File: src/rtl/ysyx_23060124_pkg.sv
// Shared definitions for the write-back unit: FSM state encoding and load-size codes.
package ysyx_23060124_pkg;

    typedef enum logic [1:0] {
        ST_IDLE      = 2'd0,
        ST_LOAD_WAIT = 2'd1,
        ST_COMMIT    = 2'd2
    } wbu_state_e;

    localparam logic [1:0] LS_BYTE = 2'd0;
    localparam logic [1:0] LS_HALF = 2'd1;
    localparam logic [1:0] LS_WORD = 2'd2;

endpackage

File: src/rtl/ysyx_23060124_load_ext.sv
// Combinational load-data extraction: selects byte/half/word lanes from an aligned word
// and sign- or zero-extends the result.
module ysyx_23060124_load_ext
    import ysyx_23060124_pkg::*;
(
    input  logic [31:0] rdata_i,
    input  logic [1:0]  addr_i,
    input  logic [1:0]  size_i,
    input  logic        sign_i,
    output logic [31:0] data_o
);

    logic [7:0]  byte_v;
    logic [15:0] half_v;

    always_comb begin
        byte_v = 8'h00;
        case (addr_i)
            2'd0:    byte_v = rdata_i[7:0];
            2'd1:    byte_v = rdata_i[15:8];
            2'd2:    byte_v = rdata_i[23:16];
            default: byte_v = rdata_i[31:24];
        endcase
        half_v = addr_i[1] ? rdata_i[31:16] : rdata_i[15:0];

        // Size code 3 is not a legal load width; it falls through to a full word.
        case (size_i)
            LS_BYTE: data_o = {{24{sign_i & byte_v[7]}}, byte_v};
            LS_HALF: data_o = {{16{sign_i & half_v[15]}}, half_v};
            default: data_o = rdata_i;
        endcase
    end

endmodule

File: src/rtl/ysyx_23060124_wbu.sv
// Write-back unit: accepts EXU results, waits for load data, and writes the register file.
// Optional commit trace ports are enabled by defining YSYX_23060124_COMMIT_TRACE_EN.
module ysyx_23060124_wbu
    import ysyx_23060124_pkg::*;
(
    input  logic        clock,
    input  logic        reset,
    input  logic        in_valid,
    output logic        in_ready,
    input  logic [3:0]  in_rd,
    input  logic        in_wen,
    input  logic        in_is_load,
    input  logic [31:0] in_alu_res,
    input  logic [1:0]  in_load_size,
    input  logic        in_load_sign,
    input  logic [31:0] in_pc,
    input  logic        mem_rvalid,
    input  logic [31:0] mem_rdata,
    output logic        rf_wen,
    output logic [3:0]  rf_waddr,
    output logic [31:0] rf_wdata,
    output logic [3:0]  wbu_rd
`ifdef YSYX_23060124_COMMIT_TRACE_EN
    ,
    output logic        commit_valid,
    output logic [31:0] commit_pc
`endif
);

    wbu_state_e  state_q, state_d;
    logic [3:0]  rd_q;
    logic        wen_q;
    logic [1:0]  size_q;
    logic        sign_q;
    logic [1:0]  addr_q;
    logic [31:0] result_q;
    logic [31:0] load_val;
    logic        transfer;

    assign transfer = in_valid && in_ready;

    ysyx_23060124_load_ext u_load_ext (
        .rdata_i (mem_rdata),
        .addr_i  (addr_q),
        .size_i  (size_q),
        .sign_i  (sign_q),
        .data_o  (load_val)
    );

    always_ff @(posedge clock) begin
        if (reset) begin
            state_q <= ST_IDLE;
        end else begin
            state_q <= state_d;
        end
    end

    always_comb begin
        state_d = state_q;
        case (state_q)
            ST_LOAD_WAIT: if (mem_rvalid) state_d = ST_COMMIT;
            ST_COMMIT:    state_d = in_valid ? (in_is_load ? ST_LOAD_WAIT : ST_COMMIT) : ST_IDLE;
            default:      if (in_valid) state_d = in_is_load ? ST_LOAD_WAIT : ST_COMMIT;
        endcase
    end

    always_comb begin
        in_ready = (state_q != ST_LOAD_WAIT);
        rf_wen   = (state_q == ST_COMMIT) && wen_q && (rd_q != 4'd0);
        rf_waddr = rd_q;
        rf_wdata = result_q;
        wbu_rd   = ((state_q != ST_IDLE) && wen_q) ? rd_q : 4'd0;
    end

    always_ff @(posedge clock) begin
        if (reset) begin
            rd_q     <= 4'd0;
            wen_q    <= 1'b0;
            size_q   <= 2'd0;
            sign_q   <= 1'b0;
            addr_q   <= 2'd0;
            result_q <= 32'd0;
        end else if (transfer) begin
            rd_q     <= in_rd;
            wen_q    <= in_wen;
            size_q   <= in_load_size;
            sign_q   <= in_load_sign;
            addr_q   <= in_alu_res[1:0];
            result_q <= in_alu_res;
        end else if ((state_q == ST_LOAD_WAIT) && mem_rvalid) begin
            result_q <= load_val;
        end
    end

`ifdef YSYX_23060124_COMMIT_TRACE_EN
    logic [31:0] pc_q;

    always_ff @(posedge clock) begin
        if (reset) begin
            pc_q <= 32'd0;
        end else if (transfer) begin
            pc_q <= in_pc;
        end
    end

    assign commit_valid = (state_q == ST_COMMIT);
    assign commit_pc    = pc_q;
`else
    logic unused_pc;
    assign unused_pc = ^in_pc;
`endif

endmodule

File: config.mk
export PLATFORM = sky130hd
export DESIGN_NAME = ysyx_23060124_wbu
export DESIGN_NICKNAME = d
export VERILOG_FILES = /design/src/rtl/ysyx_23060124_pkg.sv /design/src/rtl/ysyx_23060124_load_ext.sv /design/src/rtl/ysyx_23060124_wbu.sv
export SDC_FILE = /design/constraint.sdc
export NUM_CORES = 1
export LEC_CHECK = 0
export ABC_AREA = 1
export BUFFER_PORTS_ARGS = -buffer_cell sky130_fd_sc_hd__buf_2
export CORE_MARGIN = 1
export CORE_UTILIZATION = 44
export CTS_CLUSTER_SIZE = 12
export DETAILED_ROUTE_END_ITERATION = 8
export PLACE_DENSITY = 0.79
export SETUP_SLACK_MARGIN = 0.3
export SYNTH_ARGS = -nofsm -noshare
export SYNTH_HDL_FRONTEND = slang
export SYNTH_SLANG_ARGS = --single-unit
File: constraint.sdc
create_clock -name clock -period 1.9 [get_ports clock]
set_input_delay 0.095 -clock clock [delete_from_list [all_inputs] [get_ports clock]]
set_output_delay 0.095 -clock clock [all_outputs]
set_load 0.02 [all_outputs]
# [After elaboration in Yosys (flattened, before gate mapping)]
# Index checks and enable logic that the tools add are counted.
[totals] mem_count=0 mem_bits_rw=0 rom_bits=0 latch_bits=0 inputBits=109 word_cells=39 out_inout_bits=42 ff_bits=44
[op_classes] n_shift=0 muxes=11 magnitude_cmp=0 n_bitwise=2 n_eq_ne=7 n_reduce_logical=12 div=0 mul=0 addsub=0
[ops] op="$mux W32" count=2
[ops] op="$pmux W32 S2" count=1
[ops] op="$pmux W8 S3" count=1
[ops] op="$mux W16" count=1
[ops] op="$mux W2" count=4
[ops] op="$eq A2 B1 Y1 const B" count=3
[ops] op="$logic_and A1 B1 Y1" count=5
[ops] op="$eq A2 B2 Y1 const B" count=2
[ops] op="$logic_not A2 Y1" count=2
[ops] op="$mux W4" count=1
[ops] op="$pmux W2 S2" count=1
[ops] op="$reduce_bool A2 Y1" count=2
[ops] op="$reduce_bool A4 Y1" count=1
[ops] op="$reduce_bool A3 Y1" count=1
[ops] op="$and A1 B1 Y1" count=2
[ops] op="$ne A2 B1 Y1 const B" count=1
[ops] op="$ne A2 B2 Y1 const B" count=1
[ops] op="$reduce_and A2 Y1" count=1

# [Depth between registers and ports, before layout]
# Gate-level depths: netlist of the first run.
[depth] depth_word=6 mapped_depth=10 ltp_nobuf=9

# [Cells and area by module]
# From an unflattened synthesis of the first run, not the netlist that was laid out.
[hier_totals] cells_unflattened=545 hier_area_um2=3166.8
[modules_own_cells] mod="ysyx_23060124_wbu" cells_per_inst=389 n_inst=1 seq_area_each_um2=880.8 area_each_um2=2433.6
[modules_own_cells] mod="ysyx_23060124_load_ext" cells_per_inst=156 n_inst=1 seq_area_each_um2=0.0 area_each_um2=733.2

# [Worst setup path after synthesis of the first run]
# No wires, ideal clock.
[synth_path] path_type="reg-to-reg" startpoint="register state_q[1]" endpoint="register result_q[27] (netlist: rf_wdata[27])" synth_period_minus_slack_ns=1.609 path_buffers=1 path_stages_with_launch=10 setup_slack_ns=0.291 t_required_ns=1.778 arrival_ns=1.487 setup_time_ns=0.122 cell_sequence="dfxtp_1 -> inv_1 -> ha_1 -> inv_2 -> nand2_8 -> nand2_2 -> inv_2 -> buf_2 -> a211oi_1 -> a21oi_1"
[synth_between] elab_chain_cells=3 elab_cells_between_ends=6 cone_classes="eq/ne: 2; mux: 1; reduce/logical: 3"
[synth_lines] element="start: declaration" line="ysyx_23060124_wbu.sv:30" rtl="wbu_state_e state_q, state_d;"
[synth_lines] element="start signal: assignment" line="ysyx_23060124_wbu.sv:54" rtl="state_q <= state_d;"
[synth_lines] element="$ne A2 B1 Y1 (*)" line="ysyx_23060124_wbu.sv:68" rtl="in_ready = (state_q != ST_LOAD_WAIT);"
[synth_lines] element="net in_ready" line="ysyx_23060124_wbu.sv:9" rtl="output logic in_ready,"
[synth_lines] element="$logic_and A1 B1 Y1 (*)" line="ysyx_23060124_wbu.sv:40" rtl="assign transfer = in_valid && in_ready;"
[synth_lines] element="$mux W32 / $reduce_bool A2 Y1 (equally long branches)"
[synth_lines] element="end signal: assignment" line="ysyx_23060124_wbu.sv:89" rtl="result_q <= in_alu_res;"
[synth_lines] element="end signal: assignment" line="ysyx_23060124_wbu.sv:91" rtl="result_q <= load_val;"
[synth_lines] element="end: declaration" line="ysyx_23060124_wbu.sv:36" rtl="logic [31:0] result_q;"
# The timed path passes the listed nets; every way through them passes the cells marked *.
# A chain may end at the register's enable or synchronous reset.

# [Final worst setup path of the first run]
[layout_path] startpoint="register state_q[0]" endpoint="output port wbu_rd[2]"
[layout_between] elab_chain_cells=3
[layout_lines] element="$reduce_bool A2 Y1" line="ysyx_23060124_wbu.sv:72" rtl="wbu_rd = ((state_q != ST_IDLE) && wen_q) ? rd_q : 4'd0;"
[layout_lines] element="$logic_and A1 B1 Y1" line="ysyx_23060124_wbu.sv:72"
[layout_lines] element="$mux W4" line="ysyx_23060124_wbu.sv:72"
[layout_lines] element="end: declaration" line="ysyx_23060124_wbu.sv:22" rtl="output logic [3:0] wbu_rd"
# Every way passes these cells.

==> results of run 1 <==
[metrics by stage]
step           cell area (sq um)  power, mW
2_1_floorplan               2635      2.463
3_5_place_dp                3281      2.968
5_1_grt                     3462      3.952
6_report                    3462      3.699
3_3_place_gp                3281      2.929
4_1_cts                     3413      3.610
[state kept, by name (all words and copies together), names as in the netlist]
signal and cells:
addr_q 2, rf_waddr 4, rf_wdata 32, sign_q 1, size_q 2, state_q 2
wen_q 1
[worst register-to-register path, stage by stage (launching register included)]
cell	delay (ps)
dfxtp_2	340
inv_1	80
ha_4	190
nand2_2	120
buf_8	160
clkinvlp_4	140
or2_2	290
nand2_1	70
a21oi_1	60
[layer usage]
layer / wire (um) / up-vias / track usage
met5: 0 / - / 0
met4: 204 / 0 / 0.1236
met3: 634 / 20 / 0.05747
met2: 4006 / 137 / 0.4336
met1: 3545 / 1426 / 0.3329
li1: - / 1537 / -
[report_power, final]
group	internal, mW	switching, mW
Sequential	1.15	0.131
Clock	0.250	0.319
Combinational	0.686	1.17
[worst min path at each step]
stage	from	to	slack [ps]	cells past startpoint
2_1_floorplan	in_load_size[1]	size_q[1]	240	2
3_3_place_gp	in_load_sign	sign_q	370	3
3_5_place_dp	in_load_size[1]	size_q[1]	370	3
4_1_cts	in_is_load	state_q[0]	40	3
5_1_grt	in_is_load	state_q[0]	50	3
6_report	in_load_size[1]	size_q[1]	50	3
[cells in the final DEF, fill, tap and decap left out, types with 3 or more instances in the layout]
master	count
a21oi_2	6
nand2_4	3
inv_1	31
or2_2	11
buf_2	116
inv_2	4
a211oi_1	11
nor2_1	22
buf_4	9
dfxtp_2	4
nand2_1	107
dfxtp_1	40
nand2_2	3
o21ai_0	43
a21oi_1	47
clkbuf_8	5
nand3_1	17
nor2_2	4
[final cells by class]
| cell class | instances | share of cell area |
|---|---|---|
| multi-input cells | 294 | 0.4413 |
| repair buffers | 129 | 0.2078 |
| inverters | 38 | 0.04445 |
| repair inverters | 1 | 0.002168 |
| flip-flops and latches | 44 | 0.2559 |
| clock inverters | 1 | 0.001446 |
| clock buffers | 6 | 0.02096 |
| well taps | 72 | 0.02602 |
[synth_stat cells (all sizes together)]
cell / number / area (sq um)
clkbuf: 10 / 37.54
nand3: 19 / 112.6
ha: 3 / 37.54
dfxtp: 44 / 880.8
nor3: 1 / 5.000
a211oi: 13 / 107.6
nor4: 1 / 6.260
o21a: 3 / 23.77
inv: 38 / 142.6
or2: 12 / 75.07
o21ai: 44 / 220.2
nand2: 114 / 469.2
buf: 10 / 72.57
o211ai: 1 / 7.510
a21oi: 53 / 284.0
a22oi: 1 / 7.510
nor2: 28 / 133.9
o221ai: 1 / 8.760
[kinds of logic (layout without fill, tap and decap cells)]
| family | count (synthesis) | in the layout | synth area share |
|---|---|---|---|
| AND/OR/NAND/NOR | 175 | 175 | 0.3047 |
| AO/OA/AOI/OAI | 116 | 116 | 0.2505 |
| buffers and inverters | 58 | 175 | 0.09601 |
| flip-flops | 44 | 44 | 0.3346 |
| adder cells (fa/ha/maj) | 3 | 3 | 0.01426 |
[repair_timing]
action                                 CTS  global route
gates cloned                             1             1
gates resized for setup                 18             6
endpoints found under the hold margin    0             0
setup endpoints to repair               40            33
==> results.sh, run 1 <==
export IMPL_drc=0
export IMPL_fp_dieH_um=79.35
export IMPL_maxCapViolations=0
export IMPL_reg2reg_setup_slack_ps=340
export IMPL_crit_path_end_kind="output port"
export IMPL_gr_usage_all_layers=0.2662
export IMPL_fillers=548
export IMPL_drt_vias_per_instance=5.333
export IMPL_post_cts_buffers=0
export IMPL_slowest_stage="dfxtp_2"
export IMPL_slew_violations=0
export IMPL_grt_overflow_total=0
export IMPL_hold_violations=0
export IMPL_cts_htree_levels=2
export IMPL_stdcell_count=585
export IMPL_yosysSeqAreaShare=0.3346
export IMPL_num_rows=27
export IMPL_synthesis_area_sq_um=2633
export IMPL_seq_area_sq_um=885.9
export IMPL_antenna_found_initial=0
export IMPL_cts_root_buf="clkbuf_8"
export IMPL_drive_gt1_frac=0.3587
export IMPL_gp_congestion=0.9275
export IMPL_synth_cells=396
export IMPL_postCtsHoldBufs=0
export IMPL_worst_pin_slew_ps=376.2
export IMPL_max_vdd_ir_drop_mv=0.4496
export IMPL_diodes=0
export IMPL_cp_data_required_time_ps=1800
export IMPL_status="complete, no violations"
export IMPL_synthToLayoutAreaGrowth_pct=31.51
export IMPL_rsz0062_at_grt="yes"
export IMPL_setup_ws_ps=304.4
export IMPL_postSynthNetCount=508
export IMPL_yosysWarnings=0
export IMPL_path_delay_family="simple AND/OR/NAND/NOR gates"
export IMPL_rr_startpoint="state_q[1]"
export IMPL_multi_input_area_sq_um=1528
export IMPL_finClkSkew_ps=7.979
export IMPL_power_density_nw_per_um2=1069
export IMPL_finalCritPeriodShare=0.8398
export IMPL_cts_tree="built"
export IMPL_nets=625
export IMPL_hpwlAfterDp_um=6121
export IMPL_hold_ws_ps=46.08
export IMPL_path_clk_slew_ps=80
export IMPL_ys_types=32
export IMPL_worstPathBufferInverterCount=2
export IMPL_period_minus_slack_ps=1596
export IMPL_maxSlewHeadroom=0.7490
export IMPL_grt_pass1_wl_um=12990
export IMPL_dp_slack_ps=28.76
export IMPL_vias=3120
export IMPL_coreArea_sq_um=5642
export IMPL_crit_type="reg2out"
export IMPL_drt_wirelength_per_cell_um=14.34
export IMPL_io_buffers=118
export IMPL_crit_start="state_q[0]"
export IMPL_slowest_delay_ps=370
export IMPL_drt_initial_drc_count=354
export IMPL_critPathLaunchType="flip-flop"
export IMPL_grt_max_degree=37
export IMPL_wirelength_um=8390
export IMPL_arrival_ps=1500
export IMPL_grt_pass1_vias=2917
export IMPL_syn_avg_cell_area_sq_um=6.648
export IMPL_fmax_mhz=626.7
export IMPL_crit_path_end="wbu_rd[2]"
export IMPL_cp_max_fo=4
export IMPL_die_area_sq_um=6296
export IMPL_setup_tns_ps=0
export IMPL_cts_made_buffers=5
export IMPL_clock_path_buffers=2
export IMPL_io_pins=151
export IMPL_die_width_um=79.35
export IMPL_place_inst=576
export IMPL_drtPass1Iterations=5
export IMPL_reg2regPathDepth=8
export IMPL_hold_class="in2reg"
export IMPL_r2r_end="rf_wdata[11]"
export IMPL_setup_violations=0
export IMPL_cp_depth=5
export IMPL_clock_sinks=44
export IMPL_p_leak_nw=1.780
export IMPL_clkLatencyLatePin_ps=310
export IMPL_antenna_left=0
export IMPL_ys_ff_latch=44
export IMPL_start_util=0.4666
export IMPL_fin_util=0.6137
export IMPL_cp_cell_sequence="inv_1, ha_1, or2_4, nor2_1, buf_4"
No activity file was read; power rests on OpenSTA's default activity.
==> run 2: changes to the inputs <==
- ABC_AREA: 1 -> 0
- CORE_UTILIZATION: 44 -> 43
- clock period: 1.9 -> 1.6 ns (I/O delays scaled with it)
==> results.sh, run 2 <==
export IMPL_synth_cells=295
export IMPL_seq_area_sq_um=890.9
export IMPL_ys_types=44
export IMPL_num_rows=27
export IMPL_ys_ff_latch=44
export IMPL_synthToLayoutAreaGrowth_pct=52.10
export IMPL_final_common_cell="buf_2"
export IMPL_hpwlAfterDp_um=5881
export IMPL_hold_class="in2reg"
export IMPL_r2r_end="rf_wdata[10]"
export IMPL_slowest_delay_ps=380
export IMPL_synth_ff_type="dfxtp_1"
export IMPL_rsz0062_at_grt="yes"
export IMPL_grt_overflow_total=0
export IMPL_ys_top_cells_by_area="dfxtp_1 (36%), nand2_1 (6.2%), a21oi_1 (5.9%)"
export IMPL_setup_tns_ps=-102.0
export IMPL_io_pins=151
export IMPL_drc=0
export IMPL_cp_cell_sequence="inv_2, ha_4, mux2i_4, buf_6, a222oi_1, a221oi_1"
export IMPL_wirelength_um=8804
export IMPL_crit_path_end_kind="flip-flop"
export IMPL_slew_violations=0
export IMPL_synthesis_area_sq_um=2469
export IMPL_final_cell_mix="buf_2 (112), dfxtp_1 (40), nand2_1 (35)"
export IMPL_fmax_mhz=614.6
export IMPL_cts_tree="built"
export IMPL_reg2reg_setup_slack_ps=-30
export IMPL_yosysTopAreaCellShare=0.3568
export IMPL_postSynthNetCount=407
export IMPL_vias=2943
export IMPL_antenna_left=0
export IMPL_fp_dieH_um=77.77
export IMPL_drive_gt1_frac=0.5023
export IMPL_rr_startpoint="state_q[1]"
export IMPL_violations="negative setup slack"
export IMPL_setup_violations=5
export IMPL_yosysWarnings=0
export IMPL_maxSlewHeadroom=0.5805
export IMPL_path_clk_slew_ps=90
export IMPL_grt_pass1_wl_um=13100
export IMPL_antenna_found_initial=0
export IMPL_worst_pin_slew_ps=629.3
export IMPL_yosysTopAreaCell="dfxtp_1"
export IMPL_clkLatencyLatePin_ps=300
export IMPL_power_density_nw_per_um2=929.1
export IMPL_nets=543
export IMPL_maxCapViolations=0
export IMPL_grt_pass1_vias=2700
export IMPL_dp_slack_ps=-137.0
export IMPL_die_width_um=77.77
export IMPL_arrival_ps=1780
export IMPL_clock_path_buffers=2
export IMPL_ys_async_sr_fraction=0
export IMPL_yosysMostFrequentCell="dfxtp_1"
export IMPL_largest_reg_flops=32
export IMPL_crit_path_end="rf_wdata[10]"
export IMPL_yosysSeqAreaShare=0.3568
export IMPL_drtPass1Iterations=6
export IMPL_slowest_stage="a222oi_1"
export IMPL_period_minus_slack_ps=1627
export IMPL_grt_max_degree=37
export IMPL_synth_edf_count=0
export IMPL_cp_depth=6
export IMPL_clock_sinks=44
export IMPL_crit_type="reg2reg"
export IMPL_fillers=420
export IMPL_hold_violations=0
export IMPL_worstPathBufferInverterCount=2
export IMPL_cts_made_buffers=5
export IMPL_p_leak_nw=1.656
export IMPL_drt_wirelength_per_cell_um=17.47
export IMPL_critPathLaunchType="flip-flop"
export IMPL_finalCritPeriodShare=1.017
export IMPL_max_vdd_ir_drop_mv=0.5086
export IMPL_gr_usage_all_layers=0.2761
export IMPL_start_util=0.4483
export IMPL_status="finished with violations"
export IMPL_diodes=0
export IMPL_crit_start="state_q[1]"
export IMPL_finClkSkew_ps=9.234
export IMPL_reg2regPathDepth=6
export IMPL_cp_max_fo=8
export IMPL_path_delay_family="compound AO/OA/AOI/OAI gates"
export IMPL_die_area_sq_um=6048
export IMPL_multi_input_area_sq_um=1663
export IMPL_cp_data_required_time_ps=1750
export IMPL_drt_vias_per_instance=5.839
export IMPL_setup_ws_ps=-27.07
export IMPL_io_buffers=118
export IMPL_drt_initial_drc_count=250
export IMPL_ys_top_cells_by_count="dfxtp_1 (44), nand2_1 (41), a21oi_1 (29)"
export IMPL_cts_htree_levels=2
export IMPL_gp_congestion=0.9668
export IMPL_coreArea_sq_um=5507
export IMPL_syn_avg_cell_area_sq_um=8.368
export IMPL_cts_root_buf="clkbuf_8"
-- run 2: layout make-up --
cell class / count / share of cell area
multi-input cells: 215 / 0.4429
repair buffers: 153 / 0.2539
flip-flops and latches: 44 / 0.2373
well taps: 72 / 0.02399
clock buffers: 6 / 0.01933
inverters: 12 / 0.01333
clock inverters: 2 / 0.009330
-- run 2: metrics by stage --
| step | std cells | hold WS, ps | util | area [sq um] | total power, mW |
|---|---|---|---|---|---|
| CTS | 499 | 1.886 | 0.6501 | 3580 | 3.343 |
| floorplan | 295 | 205.5 | - | 2571 | 2.028 |
| global route | 504 | 20.21 | 0.6819 | 3755 | 3.643 |
| finish | 504 | 1.676 | 0.6819 | 3755 | 3.488 |
| global placement | 481 | 311.4 | 0.5896 | 3247 | 2.358 |
| detailed placement | 481 | 314.9 | 0.5896 | 3247 | 2.385 |
-- run 2: metal layers --
layer / GRT usage / vias up / wire, um
li1: - / 1372 / -
met1: 0.3553 / 1403 / 3642
met2: 0.4522 / 151 / 4328
met3: 0.05529 / 17 / 638
met4: 0.1057 / 0 / 194
met5: 0 / - / 0
-- run 2: logic make-up after synthesis --
family | count (synthesis) | synth area share
DFF | 44 | 0.3568
muxes | 17 | 0.07349
and+or+nand+nor | 88 | 0.1774
buffers and inverters | 38 | 0.06893
AOI/OAI and AO/OA | 105 | 0.3082
adders and majority gates | 3 | 0.01521
-- run 2: tightest hold or removal path, cell delays in order --
cell	delay (ps)
buf_2	80
a21oi_2	40
nor2_1	60
-- run 2: worst min path at each step --
stage                    startpoint          end  slack, ps  depth (start not counted)
finish              in_load_size[1]    size_q[1]          2                          3
global route               in_rd[0]  rf_waddr[0]         20                          3
CTS                 in_load_size[1]    size_q[1]          2                          3
detailed placement  in_load_size[1]    size_q[1]        310                          3
global placement    in_load_size[1]    size_q[1]        310                          3
floorplan           in_load_size[1]    size_q[1]        210                          2
-- run 2: where the power goes --
group	total, mW	internal (mW)	switching [mW]
logic	1.33	0.607	0.726
registers	1.31	1.22	0.0855
clock network	0.850	0.464	0.387
-- run 2: what timing repair did --
item                                    4_1_cts  5_1_grt
setup buffers                                 8        5
gates resized for setup                      38       36
endpoints found under the setup margin       49       50
cloned                                        2        0
endpoints found under the hold margin         0        0
hold buffers                                  0        0
pin swaps                                     9        5
